File: src/rtl/cu_sequencer.sv
// Multi-cycle RV32I control sequencer: FETCH/DECODE/EXEC/MEM/WB with bus
// ready handshakes, a wait-state watchdog and a sticky TRAP state.
module cu_sequencer #(
  parameter int unsigned TIMEOUT = 16,
  parameter int unsigned CNT_W   = 8
) (
  input  logic       clk,
  input  logic       rst_n,
  input  logic       ibus_ready,
  input  logic       dbus_ready,
  input  logic [6:0] opcode,
  input  logic       branch_taken,
  output logic       ibus_re,
  output logic       ir_load,
  output logic       alu_in_a,
  output logic       alu_in_b,
  output logic       alu_mode,
  output logic [1:0] dest_reg_from,
  output logic       reg_we,
  output logic       pc_src,
  output logic       pc_load,
  output logic       dbus_re,
  output logic       dbus_we,
  output logic       illegal,
  output logic       bus_err,
  output logic       halted
);

  typedef enum logic [2:0] {
    S_FETCH, S_DECODE, S_EXEC, S_MEM, S_WB, S_TRAP
  } state_e;

  typedef enum logic [1:0] {
    DEST_NONE = 2'd0, DEST_ALU = 2'd1, DEST_MEM = 2'd2, DEST_PC = 2'd3
  } dest_e;

  localparam logic [6:0] OP_LOAD   = 7'h03;
  localparam logic [6:0] OP_ALUI   = 7'h13;
  localparam logic [6:0] OP_AUIPC  = 7'h17;
  localparam logic [6:0] OP_STORE  = 7'h23;
  localparam logic [6:0] OP_ALU    = 7'h33;
  localparam logic [6:0] OP_LUI    = 7'h37;
  localparam logic [6:0] OP_BRANCH = 7'h63;
  localparam logic [6:0] OP_JALR   = 7'h67;
  localparam logic [6:0] OP_JAL    = 7'h6F;

  localparam bit             WD_EN   = (TIMEOUT != 0);
  localparam logic [CNT_W-1:0] WD_LAST = CNT_W'(TIMEOUT - 1);

  state_e           state, state_nx;
  logic [6:0]       op_q, op_nx;
  logic [CNT_W-1:0] wait_cnt, cnt_nx;
  logic             taken_q, taken_nx;
  logic             illegal_q, illegal_nx;
  logic             bus_err_q, bus_err_nx;
  logic             wd_hit;

  logic             ibus_req, dbus_rd_req, dbus_wr_req;
  dest_e            dest;

  function automatic logic is_known(input logic [6:0] op);
    case (op)
      OP_LOAD, OP_ALUI, OP_AUIPC, OP_STORE, OP_ALU,
      OP_LUI, OP_BRANCH, OP_JALR, OP_JAL: return 1'b1;
      default:                            return 1'b0;
    endcase
  endfunction

  // NOTE: sequential state uses non-blocking assignments so every register
  // samples the pre-edge value of every other register.
  always_ff @(posedge clk or negedge rst_n) begin
    if (!rst_n) begin
      state     <= S_FETCH;
      op_q      <= '0;
      wait_cnt  <= '0;
      taken_q   <= 1'b0;
      illegal_q <= 1'b0;
      bus_err_q <= 1'b0;
    end else begin
      state     <= state_nx;
      op_q      <= op_nx;
      wait_cnt  <= cnt_nx;
      taken_q   <= taken_nx;
      illegal_q <= illegal_nx;
      bus_err_q <= bus_err_nx;
    end
  end

  assign wd_hit = WD_EN && (wait_cnt == WD_LAST);

  // NOTE: every variable gets a default before the case so no path leaves
  // one unassigned, which would otherwise infer a latch.
  always_comb begin
    state_nx   = state;
    op_nx      = op_q;
    cnt_nx     = wait_cnt;
    taken_nx   = taken_q;
    illegal_nx = illegal_q;
    bus_err_nx = bus_err_q;
    case (state)
      S_FETCH: begin
        if (ibus_ready) begin
          state_nx = S_DECODE;
          cnt_nx   = '0;
        end else if (wd_hit) begin
          state_nx   = S_TRAP;
          bus_err_nx = 1'b1;
        end else begin
          cnt_nx = wait_cnt + 1'b1;
        end
      end
      S_DECODE: begin
        op_nx = opcode;
        if (is_known(opcode)) begin
          state_nx = S_EXEC;
        end else begin
          state_nx   = S_TRAP;
          illegal_nx = 1'b1;
        end
      end
      S_EXEC: begin
        taken_nx = (op_q == OP_BRANCH) && branch_taken;
        state_nx = (op_q == OP_LOAD || op_q == OP_STORE) ? S_MEM : S_WB;
      end
      S_MEM: begin
        if (dbus_ready) begin
          state_nx = S_WB;
          cnt_nx   = '0;
        end else if (wd_hit) begin
          state_nx   = S_TRAP;
          bus_err_nx = 1'b1;
        end else begin
          cnt_nx = wait_cnt + 1'b1;
        end
      end
      S_WB:    state_nx = S_FETCH;
      S_TRAP:  state_nx = S_TRAP;
      default: state_nx = S_TRAP;
    endcase
  end

  // Moore control word decoded from state and the latched opcode only.
  always_comb begin
    ibus_req    = 1'b0;
    dbus_rd_req = 1'b0;
    dbus_wr_req = 1'b0;
    alu_in_a    = 1'b0;
    alu_in_b    = 1'b0;
    alu_mode    = 1'b0;
    dest        = DEST_NONE;
    pc_src      = 1'b0;
    pc_load     = 1'b0;
    halted      = 1'b0;

    if (state == S_EXEC || state == S_MEM || state == S_WB) begin
      case (op_q)
        OP_ALUI: alu_in_b = 1'b1;
        OP_LOAD, OP_STORE, OP_JALR, OP_LUI: begin
          alu_in_b = 1'b1;
          alu_mode = 1'b1;
        end
        OP_BRANCH, OP_JAL, OP_AUIPC: begin
          alu_in_a = 1'b1;
          alu_in_b = 1'b1;
          alu_mode = 1'b1;
        end
        default: ;
      endcase
    end

    case (state)
      S_FETCH: ibus_req = 1'b1;
      S_MEM: begin
        dbus_rd_req = (op_q == OP_LOAD);
        dbus_wr_req = (op_q == OP_STORE);
      end
      S_WB: begin
        pc_load = 1'b1;
        pc_src  = (op_q == OP_JAL) || (op_q == OP_JALR) ||
                  ((op_q == OP_BRANCH) && taken_q);
        case (op_q)
          OP_ALU, OP_ALUI, OP_LUI, OP_AUIPC: dest = DEST_ALU;
          OP_LOAD:                           dest = DEST_MEM;
          OP_JAL, OP_JALR:                   dest = DEST_PC;
          default:                           dest = DEST_NONE;
        endcase
      end
      S_TRAP:  halted = 1'b1;
      default: ;
    endcase
  end

  // Bus requests are gated by rst_n so they drop the instant reset asserts.
  assign ibus_re       = ibus_req & rst_n;
  assign dbus_re       = dbus_rd_req & rst_n;
  assign dbus_we       = dbus_wr_req & rst_n;
  assign ir_load       = ibus_re & ibus_ready;
  assign dest_reg_from = dest;
  assign reg_we        = (dest != DEST_NONE);
  assign illegal       = illegal_q;
  assign bus_err       = bus_err_q;

endmodule

File: config.mk
export PLATFORM = sky130hd
export DESIGN_NAME = cu_sequencer
export DESIGN_NICKNAME = d
export VERILOG_FILES = /design/src/rtl/cu_sequencer.sv
export SDC_FILE = /design/constraint.sdc
export NUM_CORES = 1
export LEC_CHECK = 0
export CORE_MARGIN = 4
export CORE_UTILIZATION = 45
export CTS_CLUSTER_SIZE = 25
export DETAILED_ROUTE_END_ITERATION = 6
export PLACE_DENSITY = 0.75
export REMOVE_ABC_BUFFERS = 1
export SLEW_MARGIN = 20
export SYNTH_ARGS = -nofsm -noshare
export SYNTH_HDL_FRONTEND = slang
export SYNTH_SLANG_ARGS = --single-unit
export TNS_END_PERCENT = 20
File: constraint.sdc
create_clock -name clk -period 1.66 [get_ports clk]
set_input_delay 0.332 -clock clk [delete_from_list [all_inputs] [get_ports clk]]
set_output_delay 0.332 -clock clk [all_outputs]
set_load 0.02 [all_outputs]
==> results of run 1 <==
-- metal layers --
layer / global-route usage / up-vias
li1: - / 703
met2: 0.400 / 28
met5: 0 / -
met4: 0.0539 / 0
met1: 0.252 / 713
met3: 0.0316 / 6
-- worst reg2reg max path, stage by stage (launching register included) --
cell and delay [ns]:
dfrtp_1 0.41, ha_1 0.22, and3_2 0.27, a211oi_2 0.35, mux2i_1 0.23, nor2_1 0.06
-- worst paths after layout --
kind,startpoint,end,slack [ns]
worst min-delay path,rst_n,wait_cnt[7],0.42
worst min register to register,illegal,illegal,0.50
max in group asynchronous,rst_n,op_q[3],1.09
min in group clk,illegal,illegal,0.50
worst max-delay path,op_q[6],reg_we,-0.36
worst max register to register,wait_cnt[0],wait_cnt[1],0.02
-- cell type report --
class                   instances  area (um2)
clock buffers                   3        22.5
clock inverters                 1        5.00
well taps                      44        55.1
flip-flops and latches         21         532
multi-input cells             122         928
fillers                       230         856
repair buffers                 71         607
inverters                       6        22.5
-- power by group through the flow --
| stage | combinational [uW] | clock [uW] | sequential (uW) |
|---|---|---|---|
| after floorplan | 6.80 | 0 | 521 |
| after global placement | 64.2 | 0 | 521 |
| after detailed placement | 65.3 | 0 | 521 |
| after CTS | 65.9 | 254 | 511 |
| after global routing | 74.4 | 281 | 512 |
| final | 67.7 | 247 | 511 |
-- sequential cells by signal, indices dropped and copies added (netlist names) --
signal,flops
taken_q,1
bus_err,1
wait_cnt,8
op_q,7
state,3
illegal,1
-- synthesized netlist by cell type, types with 2 or more instances --
cell,instances,share of area
and2_1,4,0.018
o31ai_1,2,0.011
xor2_1,2,0.012
nand3b_1,2,0.011
dfrtp_1,21,0.37
mux2i_1,3,0.021
nor2b_1,3,0.013
a21o_1,3,0.016
nor3_1,4,0.014
nand2b_1,3,0.013
nand2_1,14,0.037
nand4_1,2,0.0088
o21ai_0,9,0.032
o21ai_1,3,0.011
and3_1,3,0.013
a21oi_1,10,0.035
mux2_2,5,0.040
xnor2_1,2,0.012
nor2_1,10,0.027
inv_1,6,0.016
a211oi_1,2,0.011
clkbuf_1,2,0.0053
nor3b_1,5,0.027
buf_2,3,0.011
nand3_1,7,0.025
-- through the flow --
stage | cells | power (uW) | hold WS, ns | setup WS, ns
finish | 268 | 826 | 0.417 | -0.363
detailed placement | 261 | 587 | 0.473 | -0.579
global placement | 261 | 585 | 0.453 | -0.562
CTS | 268 | 831 | 0.411 | -0.344
floorplan | 149 | 528 | 0.0364 | -0.357
global route | 268 | 867 | 0.422 | -0.445
-- kinds of logic (layout without fill, tap and decap cells) --
kind of cell,Yosys count,in the layout,share of synthesized area
compound gates,41,41,0.197
xor+xnor,4,4,0.0248
fa+ha+maj,1,1,0.00884
buf+inv,14,81,0.0486
flops,21,21,0.371
mux,8,8,0.0610
simple gates,68,68,0.288
-- repair_timing --
item,in CTS,in global routing
pin swaps,7,9
gates cloned,0,0
gates resized for setup,70,31
setup endpoints to repair,13,26
setup buffers,3,1
==> summary.md, run 1 <==
| Metric | Value |
|---|---|
| Post-Syn Area | 0.00142 mm2 |
| Slew @ Worst Pin | 0.399 ns |
| Buf+Inv Stages, Crit Path | 2 |
| 1st-iter DRT viols | 73 |
| CTS Sinks | 21 |
| Clk buf depth | 2 |
| Mean post-synth cell area | 9.01 um2 |
| GRT overflow | 0 |
| CP arrival | 1.69 ns |
| Routability cong. | 0.895 |
| Met2 routed WL | 2290 um |
| Reg2Reg Depth | 5 |
| Total CTS buffers | 3 |
| Diode count | 0 |
| CTS tree | built |
| Comb pwr share | 0.082 |
| Ys async rst share | 1.00 |
| Finish-stage setup viols | 13 |
| Share of cells above drive strength 1 | 0.464 |
| Average wire per standard cell | 15.6 um |
| RSZ-0062 raised after global routing | true |
| Vias in the first global route | 1480 |
| Dpl hpwl | 3100 um |
| Max Slew Vio Count | 0 |
| Clock-pin slew on the worst setup and hold paths | 0.12 ns |
| Flops & latches, synth | 21 |
| Maxcap violations | 0 |
| Placed cell area | 0.00200 mm2 |
| Synth warn | 0 |
| Slew HR | 0.732 |
| Setup TNS | -3.15 ns |
| CP required | 1.33 ns |
| Port bufs | 26 |
| Later-pin clock latency in the skew report | 0.30 ns |
| Pleak | 0.000926 uW |
| Internal | 642 uW |
| Via count | 1450 |
| Core Footprint | 0.00303 mm2 |
| GRT Overall Usage | 0.214 |
| Chip width | 64.1 um |
| Crit Path Max Fanout | 5 |
| Routed WL | 4190 um |
| Initial antenna violation count | 0 |
| Worst path max stage delay | 0.46 ns |
| Global-route wire length before repair | 6980 um |
| Design Area, Final | 0.00217 mm2 |
| DRT met1 WL | 1740 um |
| Pwr/cell area | 380 mW/mm2 |
| Yosys cell types | 52 |
| Utilization after layout | 0.717 |
| Commonest non-fill, non-tap cells in the layout | buf_4, dfrtp_1, nand2_1 |
| Cell Rows | 20 |
| Most used DFF post-synth | dfrtp_1 |
| Leading cell type in the layout, fill and taps excluded | buf_4 |
| DRC errors left | 0 |
| Chain of cells forming the critical path | buf_6, nor3b_4, a21oi_2, or2_4, a21oi_2, buf_6 |
| Vias/cell | 5.41 |
| Hold_buf cts | 0 |
| Critical path class | flop to output port |
| Outcome | finished with violations |
| Largest net degree at the start of global routing | 15 |
| Clock Root Buffer | clkbuf_4 |
| Worst vdd ir | 330 uV |
| Htree depth | 1 |
| Final WS setup | -0.363 ns |
| Violated checks | setup timing |
| P_sw | 184 uW |
| Post-synth EDFFs | 0 |
| DIE AREA | 0.00411 mm2 |
| I/O pins | 27 |
| Die height | 64.1 um |
| Skew final | 0.00123 ns |
| CP delay by family, top | simple AND/OR/NAND/NOR gates |
| Clock Power Share | 0.299 |
| Hold WC Path Type | input port to asynchronous set/reset pin |
| Post-route ant nets | 0 |
| 1st-pass router iterations | 4 |
| Area added between synthesis and finish | 53.5% |
| Met3 WL post-DR | 107 um |
| Switching Share | 0.223 |
| Fmax | 494 MHz |
| # nets final | 238 |
| Crit end category | output port |
| Post-Syn Instances | 157 |
| Sequential share of power | 0.619 |
| Top Metal Used | met4 |
| Slowest cell on crit path | dfrtp_2 |
| Stages on the worst setup path | 6 |
| Final period demand of the worst path | 2.02 ns |
| Crit path launch type | flop |
| Initial core utilization | 0.467 |
| Final hold viol count | 0 |
| Fin crit share | 1.22 |
| Sequential area share after synthesis | 0.371 |
Power figures use the tool's default switching activity.
==> run 2: changes to the inputs <==
- PLACE_DENSITY: 0.75 -> 0.77
- RECOVER_POWER: unset -> 100
- clock period: 1.66 -> 1.75 ns (I/O delays scaled with it)
==> run 2 against run 1 <==
Against the previous run:
- critical path depth shrank 1
- cell count shrank 1.1%
- global-route usage shrank 1.4 points
- the run still ends with setup timing left
- largest power group unchanged
- clock skew grew 0.0036 ns
- sequential power shrank 5.1%
==> summary.md, run 2 (synthesis gave the netlist of run 1 again) <==
| Metric | Value |
|---|---|
| Outcome | finished with violations |
| Violated checks | setup timing |
| Slowest cell on crit path | dfrtp_1 |
| Vias in the first global route | 1492 |
| Die height | 64.1 um |
| Average wire per standard cell | 15.3 um |
| Critical path class | flop to output port |
| Area added between synthesis and finish | 48.5% |
| Crit end category | output port |
| Port bufs | 26 |
| Initial antenna violation count | 0 |
| Largest net degree at the start of global routing | 16 |
| Placed cell area | 0.00197 mm2 |
| Global-route wire length before repair | 6610 um |
| Utilization after layout | 0.694 |
| GRT Overall Usage | 0.199 |
| Final period demand of the worst path | 2.00 ns |
| Fmax | 500 MHz |
| Routability cong. | 0.813 |
| Worst vdd ir | 321 uV |
| DIE AREA | 0.00411 mm2 |
| Hold_sp | illegal |
| Leading cell type in the layout, fill and taps excluded | buf_4 |
| CP required | 1.40 ns |
| Later-pin clock latency in the skew report | 0.30 ns |
| Buf+Inv Stages, Crit Path | 1 |
| Regs by FF count | wait_cnt: 8 flops, op_q: 7 flops, state: 3 flops |
| Number of flip-flops in the largest register | 8 |
| Pwr/cell area | 373 mW/mm2 |
| DRC errors left | 0 |
| Commonest non-fill, non-tap cells in the layout | buf_4, dfrtp_1, nand2_1 |
| CP Launch Point | op_q[3] |
| Switching Share | 0.219 |
| Slew @ Worst Pin | 0.593 ns |
| CTS tree | built |
| CTS Sinks | 21 |
| Post-route ant nets | 0 |
| Via count | 1469 |
| Worst hold slack | 0.476 ns |
| Max Slew Vio Count | 0 |
| Core Footprint | 0.00303 mm2 |
| CP arrival | 1.65 ns |
| # nets final | 235 |
| Diode count | 0 |
| Internal | 611 uW |
| Hold_buf cts | 0 |
| Chain of cells forming the critical path | nor2_2, nor4b_4, nand2b_1, a21oi_1, buf_4 |
| RSZ-0062 raised after global routing | true |
| Htree depth | 1 |
| CP delay by family, top | simple AND/OR/NAND/NOR gates |
| Routed WL | 4050 um |
| Total CTS buffers | 3 |
| Share of cells above drive strength 1 | 0.407 |
| GRT overflow | 0 |
| Reg with most FFs | wait_cnt |
| Fin crit share | 1.14 |
| Slew HR | 0.605 |
| Reg2reg start | wait_cnt[0] |
| Clk buf depth | 2 |
| 1st-pass router iterations | 4 |
| Final hold viol count | 0 |
| Finished Layout Cells | 265 |
| Initial core utilization | 0.467 |
| Worst path max stage delay | 0.44 ns |
| Vias/cell | 5.54 |
| Crit path launch type | flop |
| Cell Rows | 20 |
| Comb pwr share | 0.081 |
| Dpl hpwl | 3070 um |
| Chip width | 64.1 um |
| Final WS setup | -0.249 ns |
| Sequential share of power | 0.620 |
| Clock Root Buffer | clkbuf_4 |
| I/O pins | 27 |
| 1st-iter DRT viols | 114 |
| Hold WC Path Type | flop to flop |
| Clock-pin slew on the worst setup and hold paths | 0.11 ns |
| Design Area, Final | 0.00210 mm2 |
| Pleak | 0.000879 uW |
| Crit Path Max Fanout | 4 |
| Finish-stage setup viols | 11 |
| Clock Power Share | 0.299 |
| P_sw | 171 uW |
| Maxcap violations | 0 |
| Skew final | 0.00482 ns |
| Inst Count DP | 257 |
[run 2: final timing paths]
kind,slack (ns),to,cells after the start
max,-0.25,dest_reg_from[1],5
min,0.48,illegal,1
min in group asynchronous,0.60,wait_cnt[7],2
max in group asynchronous,0.46,op_q[4],4
max reg2reg,0.09,wait_cnt[1],5
min reg2reg,0.48,illegal,1
[run 2: what timing repair did]
action                                  4_1_cts  5_1_grt
endpoints found under the setup margin       13       14
gates resized for setup                      65       28
pin swaps                                     8        4
setup buffers                                 2        2
[run 2: per-stage QoR]
stage | total power, uW | TNS, ns | worst slack [ns]
6_report | 783 | -1.76 | -0.249
2_1_floorplan | 501 | -0.569 | -0.285
5_1_grt | 817 | -2.70 | -0.356
4_1_cts | 787 | -2.15 | -0.308
3_3_place_gp | 557 | -4.52 | -0.486
3_5_place_dp | 559 | -5.29 | -0.498
[run 2: worst register-to-register path, cell delays in order, from the launching register on]
cell      delay [ns]
dfrtp_1         0.42
ha_1            0.23
and3_1          0.28
a211oi_2        0.34
mux2i_1         0.22
nor2_1          0.05
[run 2: layer usage]
layer	up-vias	global-route usage	share of wire
li1	692	-	-
met1	704	0.250	0.43
met2	64	0.339	0.50
met3	9	0.0334	0.060
met4	0	0.0782	0.015
met5	-	0	0
[run 2: area by class of cell]
class,count,area (um2)
clock buffers,4,26.3
inverters,6,22.5
repair buffers,68,569
flip-flops and latches,21,529
fillers,224,927
well taps,44,55.1
multi-input cells,122,898
[run 2: power groups by stage]
stage | clock network, uW | logic (uW) | registers [uW]
6_report | 234 | 63.7 | 485
5_1_grt | 263 | 69.7 | 485
4_1_cts | 237 | 65.3 | 485
3_5_place_dp | 0 | 64.7 | 494
3_3_place_gp | 0 | 62.7 | 494
2_1_floorplan | 0 | 6.45 | 495
==> run 3: changes to the inputs <==
- ABC_CLOCK_PERIOD_IN_PS: unset -> 1750
- CORE_UTILIZATION: 45 -> 30
- PLACE_DENSITY: 0.77 -> unset
==> run 3 against run 2 <==
Against the previous run:
- the flow still finishes with violations (setup timing)
- sequential share of layout area grew 0.17 points
- global-route usage is 6.9 points lower
- non-clock buffer count stayed put
- combinational power shrank 8.3%
- sequential cell count did not move
- register-to-register slack about the same
- largest cell class unchanged
==> summary.md, run 3 (synthesis gave the netlist of run 1 again) <==
| Metric | Value |
|---|---|
| Average wire per standard cell | 13.3 um |
| Internal | 677 uW |
| Comb pwr share | 0.068 |
| Number of flip-flops in the largest register | 8 |
| DIE AREA | 0.00588 mm2 |
| Skew final | 0.00941 ns |
| Fin crit share | 1.10 |
| Critical path class | flop to output port |
| Worst vdd ir | 231 uV |
| GRT overflow | 0 |
| Htree depth | 1 |
| Final hold viol count | 0 |
| Slew HR | 0.612 |
| Utilization after layout | 0.466 |
| P_sw | 186 uW |
| Initial core utilization | 0.316 |
| Regs by FF count | wait_cnt: 8 flops, op_q: 7 flops, state: 3 flops |
| Clock-pin slew on the worst setup and hold paths | 0.07 ns |
| 1st-iter DRT viols | 32 |
| Outcome | finished with violations |
| Slew @ Worst Pin | 0.582 ns |
| Vias in the first global route | 1356 |
| Global-route wire length before repair | 6350 um |
| # nets final | 235 |
| CP arrival | 1.58 ns |
| Reg with most FFs | wait_cnt |
| Sequential share of power | 0.562 |
| Clock Root Buffer | clkbuf_8 |
| Crit path launch type | flop |
| Die height | 76.7 um |
| Crit end category | output port |
| Hold WC Path Type | flop to flop |
| CTS Sinks | 21 |
| DRC errors left | 0 |
| Fmax | 519 MHz |
| Initial antenna violation count | 0 |
| Final period demand of the worst path | 1.93 ns |
| Hold_sp | illegal |
| Reg2reg start | wait_cnt[0] |
| Reg2Reg Depth | 5 |
| Violated checks | setup timing |
| Total CTS buffers | 3 |
| Via count | 1319 |
| Routed WL | 3630 um |
| Pleak | 0.000867 uW |
| Worst hold slack | 0.460 ns |
| Pwr/cell area | 413 mW/mm2 |
| Multi-input gate area | 881 um2 |
| Worst Hold End | illegal |
| Share of cells above drive strength 1 | 0.403 |
| Final WS setup | -0.177 ns |
| Post-route ant nets | 0 |
| Max Slew Vio Count | 0 |
| Port bufs | 26 |
| Vias/cell | 4.83 |
| Maxcap violations | 0 |
| GRT Overall Usage | 0.130 |
| Routability cong. | 0.805 |
| Area added between synthesis and finish | 47.5% |
| Largest net degree at the start of global routing | 13 |
| Reg2Reg Setup Slack | 0.10 ns |
| Dpl hpwl | 2810 um |
| Cell Rows | 24 |
| CP required | 1.40 ns |
| Diode count | 0 |
| 1st-pass router iterations | 4 |
| Reg area | 529 um2 |
| Chip width | 76.7 um |
| Core Footprint | 0.00447 mm2 |
| CTS tree | built |
| Total power | 863 uW |
| Hold-critical path depth | 1 |
| Fillers | 427 |
| Finish-stage setup viols | 11 |
| RSZ-0062 raised after global routing | true |
| Commonest non-fill, non-tap cells in the layout | buf_4, dfrtp_1, nand2_1 |
| Later-pin clock latency in the skew report | 0.26 ns |
| Clock Power Share | 0.370 |
| Switching Share | 0.215 |
| Clk buf depth | 2 |
| I/O pins | 27 |
| Crit Path Max Fanout | 3 |
| Reg-to-Reg End | wait_cnt[1] |
| Leading cell type in the layout, fill and taps excluded | buf_4 |
==> run 3: cell types whose count changed in the layout (fill, tap and decap cells not counted), sizes merged <==
cell,delta
clkbuf,-2
buf,+1
clkinv,+1
==> run 3: routing by layer <==
| layer | GRT usage | vias up | part of all wire |
|---|---|---|---|
| li1 | - | 690 | - |
| met2 | 0.194 | 18 | 0.45 |
| met4 | 0.0580 | 0 | 0.015 |
| met5 | 0 | - | 0 |
| met3 | 0.0164 | 4 | 0.021 |
| met1 | 0.187 | 607 | 0.52 |
==> run 3: stage by stage <==
step           std cells  setup WS, ns  cell area [um2]  TNS (ns)
2_1_floorplan        149        -0.285             1370    -0.569
3_3_place_gp         267        -0.664             1990     -5.38
3_5_place_dp         267        -0.645             1990     -5.39
4_1_cts              273        -0.167             2060     -1.29
5_1_grt              273        -0.254             2090     -2.31
6_report             273        -0.177             2090     -1.41
==> run 3: cell type report <==
| class | count | area share |
|---|---|---|
| tap | 52 | 0.0312 |
| multi-input combinational | 122 | 0.422 |
| clock inverter | 1 | 0.00240 |
| clock buffer | 3 | 0.0198 |
| timing repair buffer | 68 | 0.260 |
| sequential | 21 | 0.254 |
| inverter | 6 | 0.0108 |
==> run 3: power groups by stage <==
| stage | clock [uW] | sequential, uW | combinational (uW) |
|---|---|---|---|
| after global placement | 0 | 494 | 61.5 |
| final | 320 | 485 | 58.4 |
| after CTS | 332 | 485 | 62.2 |
| after detailed placement | 0 | 494 | 61.8 |
| after global routing | 358 | 485 | 65.3 |
| after floorplan | 0 | 495 | 6.45 |
==> run 3: what timing repair did <==
action / in CTS / in global routing
pin swaps: 5 / 4
setup endpoints to repair: 13 / 13
resized for setup: 73 / 11
hold endpoints to repair: 0 / 0
hold buffers: 0 / 0
buffers inserted: 2 / 0
==> run 3: worst max path at each step <==
stage	from	end	cells after the start	slack [ns]
final	op_q[5]	alu_in_a	6	-0.18
after global routing	op_q[4]	reg_we	5	-0.25
after floorplan	state[0]	ir_load	3	-0.28
after CTS	op_q[4]	alu_in_a	6	-0.17
after global placement	rst_n	ir_load	4	-0.66
after detailed placement	rst_n	ir_load	4	-0.64
==> run 3: worst max-delay path, stage by stage (launching register included) <==
cell and delay, ns:
dfrtp_1 0.42, and3b_2 0.25, buf_6 0.12, a21o_1 0.14
a22oi_1 0.16, nor2_1 0.07, buf_4 0.16
